### src/rtl/c_result_reader.sv
// Drains the NxN result matrix from the N column-banked BRAM C banks as a row-major
// valid/ready word stream, double-buffering whole rows so the stream has no gaps.
module c_result_reader #(
  parameter int unsigned N  = 16,
  parameter int unsigned DW = 32,
  parameter int unsigned AW = 8,
  localparam int unsigned RW = (N > 1) ? $clog2(N) : 1
) (
  input  logic            i_clk,
  input  logic            i_rst,
  input  logic            i_start,
  output logic            o_busy,
  output logic            o_done,
  output logic [N*AW-1:0] o_bram_c_addr,
  input  logic [N*DW-1:0] i_bram_c_rdata,
  output logic            o_out_valid,
  input  logic            i_out_ready,
  output logic [DW-1:0]   o_out_data,
  output logic [RW-1:0]   o_out_row,
  output logic [RW-1:0]   o_out_col,
  output logic            o_out_last
);

  localparam int unsigned FW = $clog2(N + 1);

  typedef enum logic [1:0] {StIdle, StRun, StDone} state_e;

  state_e          r_state;
  state_e          w_state_next;
  logic [FW-1:0]   r_fetch_row;
  logic            r_pending;
  logic            r_wr_slot;
  logic            r_rd_slot;
  logic [1:0]      r_full;
  logic [DW-1:0]   r_buf [2][N];
  logic [RW-1:0]   r_out_row;
  logic [RW-1:0]   r_out_col;

  logic w_run;
  logic w_issue;
  logic w_valid;
  logic w_hs;
  logic w_col_last;
  logic w_last_word;

  assign w_run       = (r_state == StRun);
  // Eligibility uses only registered flags, so a slot freed this cycle is reused next cycle.
  assign w_issue     = w_run && (r_fetch_row < FW'(N)) && !r_pending && !r_full[r_wr_slot];
  assign w_valid     = w_run && r_full[r_rd_slot];
  assign w_hs        = w_valid && i_out_ready;
  assign w_col_last  = (r_out_col == RW'(N - 1));
  assign w_last_word = w_col_last && (r_out_row == RW'(N - 1));

  always_comb begin
    w_state_next = r_state;
    unique case (r_state)
      StIdle:  if (i_start) w_state_next = StRun;
      StRun:   if (w_hs && w_last_word) w_state_next = StDone;
      StDone:  w_state_next = StIdle;
      default: w_state_next = StIdle;
    endcase
  end

  always_ff @(posedge i_clk) begin
    if (i_rst) begin
      r_state     <= StIdle;
      r_fetch_row <= '0;
      r_pending   <= 1'b0;
      r_wr_slot   <= 1'b0;
      r_rd_slot   <= 1'b0;
      r_full      <= 2'b00;
      r_out_row   <= '0;
      r_out_col   <= '0;
    end else begin
      r_state <= w_state_next;
      if (r_state == StIdle && i_start) begin
        r_fetch_row <= '0;
        r_pending   <= 1'b0;
        r_wr_slot   <= 1'b0;
        r_rd_slot   <= 1'b0;
        r_full      <= 2'b00;
        r_out_row   <= '0;
        r_out_col   <= '0;
      end else if (w_run) begin
        if (w_issue) begin
          r_pending   <= 1'b1;
          r_fetch_row <= r_fetch_row + FW'(1);
        end
        if (r_pending) begin
          r_pending         <= 1'b0;
          r_full[r_wr_slot] <= 1'b1;
          r_wr_slot         <= ~r_wr_slot;
        end
        if (w_hs) begin
          if (w_col_last) begin
            r_out_col         <= '0;
            r_out_row         <= r_out_row + RW'(1);
            r_full[r_rd_slot] <= 1'b0;
            r_rd_slot         <= ~r_rd_slot;
          end else begin
            r_out_col <= r_out_col + RW'(1);
          end
        end
      end
    end
  end

  // Row storage carries data only; validity lives in r_full, so no reset is needed here.
  always_ff @(posedge i_clk) begin
    if (w_run && r_pending) begin
      for (int i = 0; i < int'(N); i++) begin
        r_buf[r_wr_slot][i] <= i_bram_c_rdata[i*DW +: DW];
      end
    end
  end

  always_comb begin
    o_bram_c_addr = '0;
    if (w_issue) begin
      for (int i = 0; i < int'(N); i++) begin
        o_bram_c_addr[i*AW +: AW] = AW'(r_fetch_row);
      end
    end
  end

  assign o_busy      = (r_state != StIdle);
  assign o_done      = (r_state == StDone);
  assign o_out_valid = w_valid;
  assign o_out_data  = w_valid ? r_buf[r_rd_slot][r_out_col] : '0;
  assign o_out_row   = w_valid ? r_out_row : '0;
  assign o_out_col   = w_valid ? r_out_col : '0;
  assign o_out_last  = w_valid && w_last_word;

endmodule

### config.mk
export PLATFORM = sky130hd
export DESIGN_NAME = c_result_reader
export DESIGN_NICKNAME = d
export VERILOG_FILES = /design/src/rtl/c_result_reader.sv
export SDC_FILE = /design/constraint.sdc
export NUM_CORES = 1
export LEC_CHECK = 0
export BUFFER_PORTS_ARGS = -buffer_cell sky130_fd_sc_hd__buf_2
export CAP_MARGIN = 20
export CORE_MARGIN = 5
export CORE_UTILIZATION = 56
export DETAILED_ROUTE_END_ITERATION = 7
export PLACE_DENSITY = 0.86
export SYNTH_ARGS = -nofsm -noshare
export SYNTH_HDL_FRONTEND = slang
export SYNTH_SLANG_ARGS = --single-unit
### constraint.sdc
create_clock -name i_clk -period 30 [get_ports i_clk]
set_input_delay 3 -clock i_clk [delete_from_list [all_inputs] [get_ports i_clk]]
set_output_delay 3 -clock i_clk [all_outputs]
set_load 0.05 [all_outputs]
==> results_dict.tcl, run 1 <==
set metrics [dict create \
    maxCapViolations 0 \
    cpLargestDelayFamily "buffers and inverters" \
    fmax_mhz 110 \
    clk_pin_slew_worst_paths_ns 0.06 \
    crit_path_frequent_cell "buf_4" \
    worstHoldEndpoint "r_fetch_row[4]" \
    worst_pin_slew_ns 1.15 \
    relSlewSlack 0.235 \
    fin_ws_ns 20.88 \
    finalPower_w 0.00295 \
    drive_gt1_frac 0.367 \
    placementRows 99 \
    numClockSinks 1045 \
    start_util 0.564 \
    pre_cts_ws_ns 21.41 \
    crit_chain "buf_4, buf_4, buf_4, buf_4, mux2i_1, a22oi_1, nand3_1, nand3_1, buf_2" \
    synth_warnings 0 \
    setup_viol 0 \
    drtIter0Drc 2527 \
    critPathMaxStageDelay_ns 0.88 \
    vias_per_cell 5.98 \
    wl_um 105000 \
    tritoncts "yes" \
    skew_ns 0.0337 \
    min_path_type "flip-flop to flip-flop" \
    rrSetupSlack_ns 24.70 \
    vias 22500 \
    coreArea_sq_mm 0.0730 \
    crit_path_start_kind "flip-flop" \
    r2r_end "r_buf[0][408]" \
    synth_top_area_cell "edfxtp_1" \
    firstDrtPassIters 5 \
    numCtsBuffers 101 \
    grt_usage 0.255 \
    synthDistinctLibCells 39 \
    yosysTopAreaCellShare 0.747 \
    fin_area_sq_mm 0.0480 \
    die_x_um 281 \
    setup-tns-final_ns 0 \
    async_reset_ff_frac 0 \
    synth_area_leaders "edfxtp_1, mux4_2, mux2i_1" \
    slew_violations 0 \
    drc_errors 0 \
    crit_slowest_cell "dfxtp_4" \
    final_core_util 0.658 \
    crit_type "flip-flop to output port" \
    ys.flop_type "edfxtp_1" \
    crit_arrival_ns 6.12 \
    synth_edf_count 1024 \
    worstPathMaxFanout 57 \
    nets 3188 \
    p_leak_nw 16.1 \
    cp-end-kind "output port" \
    die_y_um 281 \
    timing.final.crit_share 0.304 \
    cts_resized 0 \
    dieArea_sq_mm 0.0790 \
    netlist_instances 2080 \
    timing.rr.start "r_state[0]" \
    hold_depth 2 \
    min_period_ns 9.12 \
    place_congestion 0.917 \
    syn_area_sq_mm 0.0412 \
    clkLatencyLatePin_ns 0.65 \
    dpl_cell_area_sq_mm 0.0445 \
    p_per_area_mw_per_mm2 61.5 \
    r2r_cells 6 \
    boundaryPins 688 \
    grt_overflow 0 \
    postRouteAntennaNets 0 \
    synthToLayoutAreaGrowth_pct 16.6 \
    rsz0062_at_grt "false" \
    root_buffer "clkbuf_16" \
    grt_pass1_vias 23200 \
    synth_area_per_cell_sq_um 19.8 \
    hold_start "r_fetch_row[4]" \
    dp_hpwl_um 69700 \
    grt_pass1_wl_um 149000 \
    synth-seq-cells 1045 \
    drt-wirelength-per-cell_um 27.9 \
    outcome "completed" \
    io_buffers 623 \
    critPathBufInv 5 \
    layout_commonest_cell "edfxtp_1" \
    hold_viol_final 0 \
    irDropWorstVdd_mv 0.0716 \
    cts_hold_buf 0 \
    grt_start_max_net_pins 87 \
    most-common-layout-cells "edfxtp_1, buf_2, mux2i_1" \
    post_cts_buffers 0 \
    antenna_found_initial 70 \
    crit_required_ns 27.00 \
    yosysSeqAreaShare 0.757 \
    htreeDepth 3 \
    clockBufferDepth 3 \
]
## cell usage after synthesis (all sizes together), types with 2 or more instances
master  number
edfxtp    1024
mux2i      260
buf        174
a22oi      160
mux4       128
nand3      100
mux2        65
clkbuf      60
dfxtp       21
nor2        18
and3        15
xor2         8
nand2        5
nand4        5
a21oi        4
nor2b        4
and2         3
ha           3
nor3         3
nor4b        3
nor4         2
o21ai        2
o221a        2
or2          2
or3          2
## kinds of logic (layout without fill, tap and decap cells)
group / after synthesis / count (layout) / share of synthesized area
adders and majority gates: 3 / 3 / 0.000912
AOI/OAI and AO/OA: 170 / 170 / 0.0308
and+or+nand+nor: 164 / 164 / 0.0212
DFF: 1045 / 1045 / 0.757
buffers and inverters: 235 / 846 / 0.0371
xor gates and xnor gates: 9 / 9 / 0.00191
other: 1 / 122 / 0.0000911
muxes: 453 / 453 / 0.151
## where the power goes
group	internal [W]	switching, W	total (W)
Sequential	0.00162	0.00000417	0.00162
Clock	0.000708	0.000530	0.00124
Combinational	0.0000333	0.0000610	0.0000943
## worst max-delay path by stage
stage,endpoint,depth (start not counted),slack [ns]
after floorplan,r_full[0],4,5.30
after global placement,o_out_data[21],9,21.47
after CTS,o_out_data[21],9,20.70
after detailed placement,o_out_data[21],9,21.41
after global routing,o_out_data[18],9,20.33
final,o_out_data[21],9,20.88
## flip-flops by register name, summed over array words and instances, names as in the netlist, named ones only
signal       cells
r_full           2
r_out_col        4
r_rd_slot        1
r_pending        1
r_out_row        4
r_fetch_row      5
r_wr_slot        1
r_state          2
r_buf         1024
## cell type report
type	instances	area [sq um]
sequential	1045	31200
fill	4662	24900
multi-input combinational	863	8780
timing repair buffer	657	3430
clock buffer	129	2740
tap	959	1200
clock inverter	59	537
antenna	58	145
inverter	1	3.75
## worst min-delay path: cells and delay by family, from the launching register on
family / cells / cell delay, ns
AOI/OAI and AO/OA: 1 / 0.05
and+or+nand+nor: 1 / 0.08
DFF: 1 / 0.33
## metrics by stage
step | hold slack (ns) | cells
2_1_floorplan | 0.438 | 2143
5_1_grt | 0.553 | 3756
3_3_place_gp | 0.462 | 3522
4_1_cts | 0.504 | 3710
6_report | 0.500 | 3771
3_5_place_dp | 0.479 | 3522
## per-layer routing
| layer | part of all wire | track usage | vias up |
|---|---|---|---|
| met1 | 0.36 | 0.325 | 11400 |
| li1 | - | - | 9575 |
| met5 | 0.0021 | 0 | - |
| met2 | 0.51 | 0.424 | 1271 |
| met4 | 0.035 | 0.100 | 34 |
| met3 | 0.098 | 0.0692 | 252 |
(Power assumes the default switching activity.)
==> run 2: changes to the inputs <==
--- a/config.mk
+++ b/config.mk
@@ -8,9 +8,9 @@
 export BUFFER_PORTS_ARGS = -buffer_cell sky130_fd_sc_hd__buf_2
 export CAP_MARGIN = 20
 export CORE_MARGIN = 5
-export CORE_UTILIZATION = 56
+export CORE_UTILIZATION = 51
 export DETAILED_ROUTE_END_ITERATION = 7
-export PLACE_DENSITY = 0.86
+export PLACE_DENSITY = 0.83
 export SYNTH_ARGS = -nofsm -noshare
 export SYNTH_HDL_FRONTEND = slang
 export SYNTH_SLANG_ARGS = --single-unit
==> constraint.sdc (replaced) <==
create_clock -name i_clk -period 7.5 [get_ports i_clk]
set_input_delay 0.75 -clock i_clk [delete_from_list [all_inputs] [get_ports i_clk]]
set_output_delay 0.75 -clock i_clk [all_outputs]
set_load 0.05 [all_outputs]
==> run 2 against run 1 <==
First-iteration DRC count decreased by 20%. Setup slack got worse by 18 ns. Flip-flop and latch count unchanged. Combinational power increased to 3.9 times the previous value.
==> results_dict.tcl, run 2 (synthesis gave the netlist of run 1 again) <==
set metrics [dict create \
    stdcell_count 3865 \
    dpl_cell_area_sq_mm 0.0447 \
    slew_violations 0 \
    crit_type "flip-flop to output port" \
    placementRows 104 \
    largest_registers "r_buf: 1024 flops, r_fetch_row: 5 flops" \
    largest_register_ffs 1024 \
    root_buffer "clkbuf_16" \
    post_cts_buffers 0 \
    worstHoldEndpoint "r_buf[1][104]" \
    layout_commonest_cell "edfxtp_1" \
    timing.final.crit_share 0.649 \
    min_period_ns 4.87 \
    min_path_type "input pin to flip-flop" \
    hold_viol_final 0 \
    drt-wirelength-per-cell_um 26.6 \
    drc_errors 0 \
    relSlewSlack 0.198 \
    synthToLayoutAreaGrowth_pct 17.0 \
    vias 21900 \
    drive_gt1_frac 0.365 \
    irDropWorstVdd_mv 0.195 \
    place_congestion 0.847 \
    fmax_mhz 205 \
    htreeDepth 3 \
    postRouteAntennaNets 0 \
    io_buffers 623 \
    p_leak_nw 16.1 \
    timing.rr.start "r_state[0]" \
    worst_pin_slew_ns 1.20 \
    cts_resized 0 \
    finalPower_w 0.0119 \
    start_util 0.513 \
    most-common-layout-cells "edfxtp_1, buf_2, mux2i_1" \
    grt_pass1_vias 23000 \
    grt_pass1_wl_um 146000 \
    setup-tns-final_ns 0 \
    grt_overflow 0 \
    fin_area_sq_mm 0.0482 \
    nets 3178 \
    n_fill_cell 5647 \
    antenna_found_initial 83 \
    clockBufferDepth 3 \
    die_y_um 294 \
    p_per_area_mw_per_mm2 247 \
    top_register "r_buf" \
    vias_per_cell 5.67 \
    die_x_um 294 \
    r2r_cells 3 \
    r2r_end "r_buf[1][327]" \
    rrSetupSlack_ns 4.39 \
    tritoncts "yes" \
    clk_pin_slew_worst_paths_ns 0.06 \
    dieArea_sq_mm 0.0865 \
    coreArea_sq_mm 0.0803 \
    numCtsBuffers 103 \
    crit_arrival_ns 4.12 \
    setup_viol 0 \
    rsz0062_at_grt "false" \
    final_core_util 0.600 \
    grt_usage 0.228 \
    grt_start_max_net_pins 185 \
    worstPathMaxFanout 77 \
    hold_start "i_bram_c_rdata[392]" \
    cts_hold_buf 0 \
    hold_depth 1 \
    cp-end-kind "output port" \
    maxCapViolations 0 \
    dp.cells 3614 \
    dp_hpwl_um 67700 \
    wl_um 103000 \
    firstDrtPassIters 6 \
    skew_ns 0.0299 \
    crit_path_start_kind "flip-flop" \
    boundaryPins 688 \
    numClockSinks 1045 \
    drtIter0Drc 2031 \
    clkLatencyLatePin_ns 0.66 \
    outcome "completed" \
    crit_required_ns 6.75 \
]
## run 2: cell count changes in the layout (fill, tap and decap cells not counted), sizes merged
| cell | delta |
|---|---|
| bufinv | +2 |
| clkbuf | +6 |
| clkinv | -5 |
| diode | +3 |
| clkinvlp | -1 |
| buf | -12 |
## run 2: worst max-delay path by stage
stage | end | slack, ns | cells past startpoint
after floorplan | r_full[0] | -1.51 | 4
after global placement | o_out_data[20] | 3.29 | 6
after detailed placement | o_out_data[20] | 3.28 | 6
after CTS | o_out_data[30] | 2.50 | 6
after global routing | o_out_data[30] | 2.39 | 6
final | o_out_data[30] | 2.63 | 6
## run 2: where the power goes
group | switching [W] | leakage, nW | internal (W)
registers | 0.0000160 | 9.40 | 0.00647
clock network | 0.00212 | 1.63 | 0.00293
logic | 0.000240 | 5.06 | 0.000133
## run 2: metal layers
layer,vias up,GRT usage,wire [um]
met5,-,0,253
met3,227,0.0722,9820
met1,11000,0.282,38000
met2,1074,0.378,51200
li1,9557,-,-
met4,38,0.0948,3590
## run 2: layout make-up
cell class	count	area, sq um	share of cell area
Antenna cell	61	153	0.00317
Clock buffer	135	2780	0.0577
Clock inverter	55	556	0.0115
Inverter	1	3.75	0.0000779
Multi-Input combinational cell	863	8790	0.183
Sequential cell	1045	31200	0.647
Tap cell	1060	1330	0.0275
Timing Repair Buffer	645	3380	0.0702
## run 2: metrics by stage
step | worst slack, ns | hold slack (ns)
6_report | 2.63 | 0.276
5_1_grt | 2.39 | 0.247
4_1_cts | 2.50 | 0.229
3_5_place_dp | 3.28 | 0.470
3_3_place_gp | 3.29 | 0.450
2_1_floorplan | -1.51 | 0.438
## run 2: worst max-delay path, stage by stage, from the launching register on
cell,delay [ns]
dfxtp_4,0.74
buf_12,0.56
mux4_2,0.59
mux2_2,0.27
a22oi_1,0.74
nand3_1,0.23
buf_2,0.28
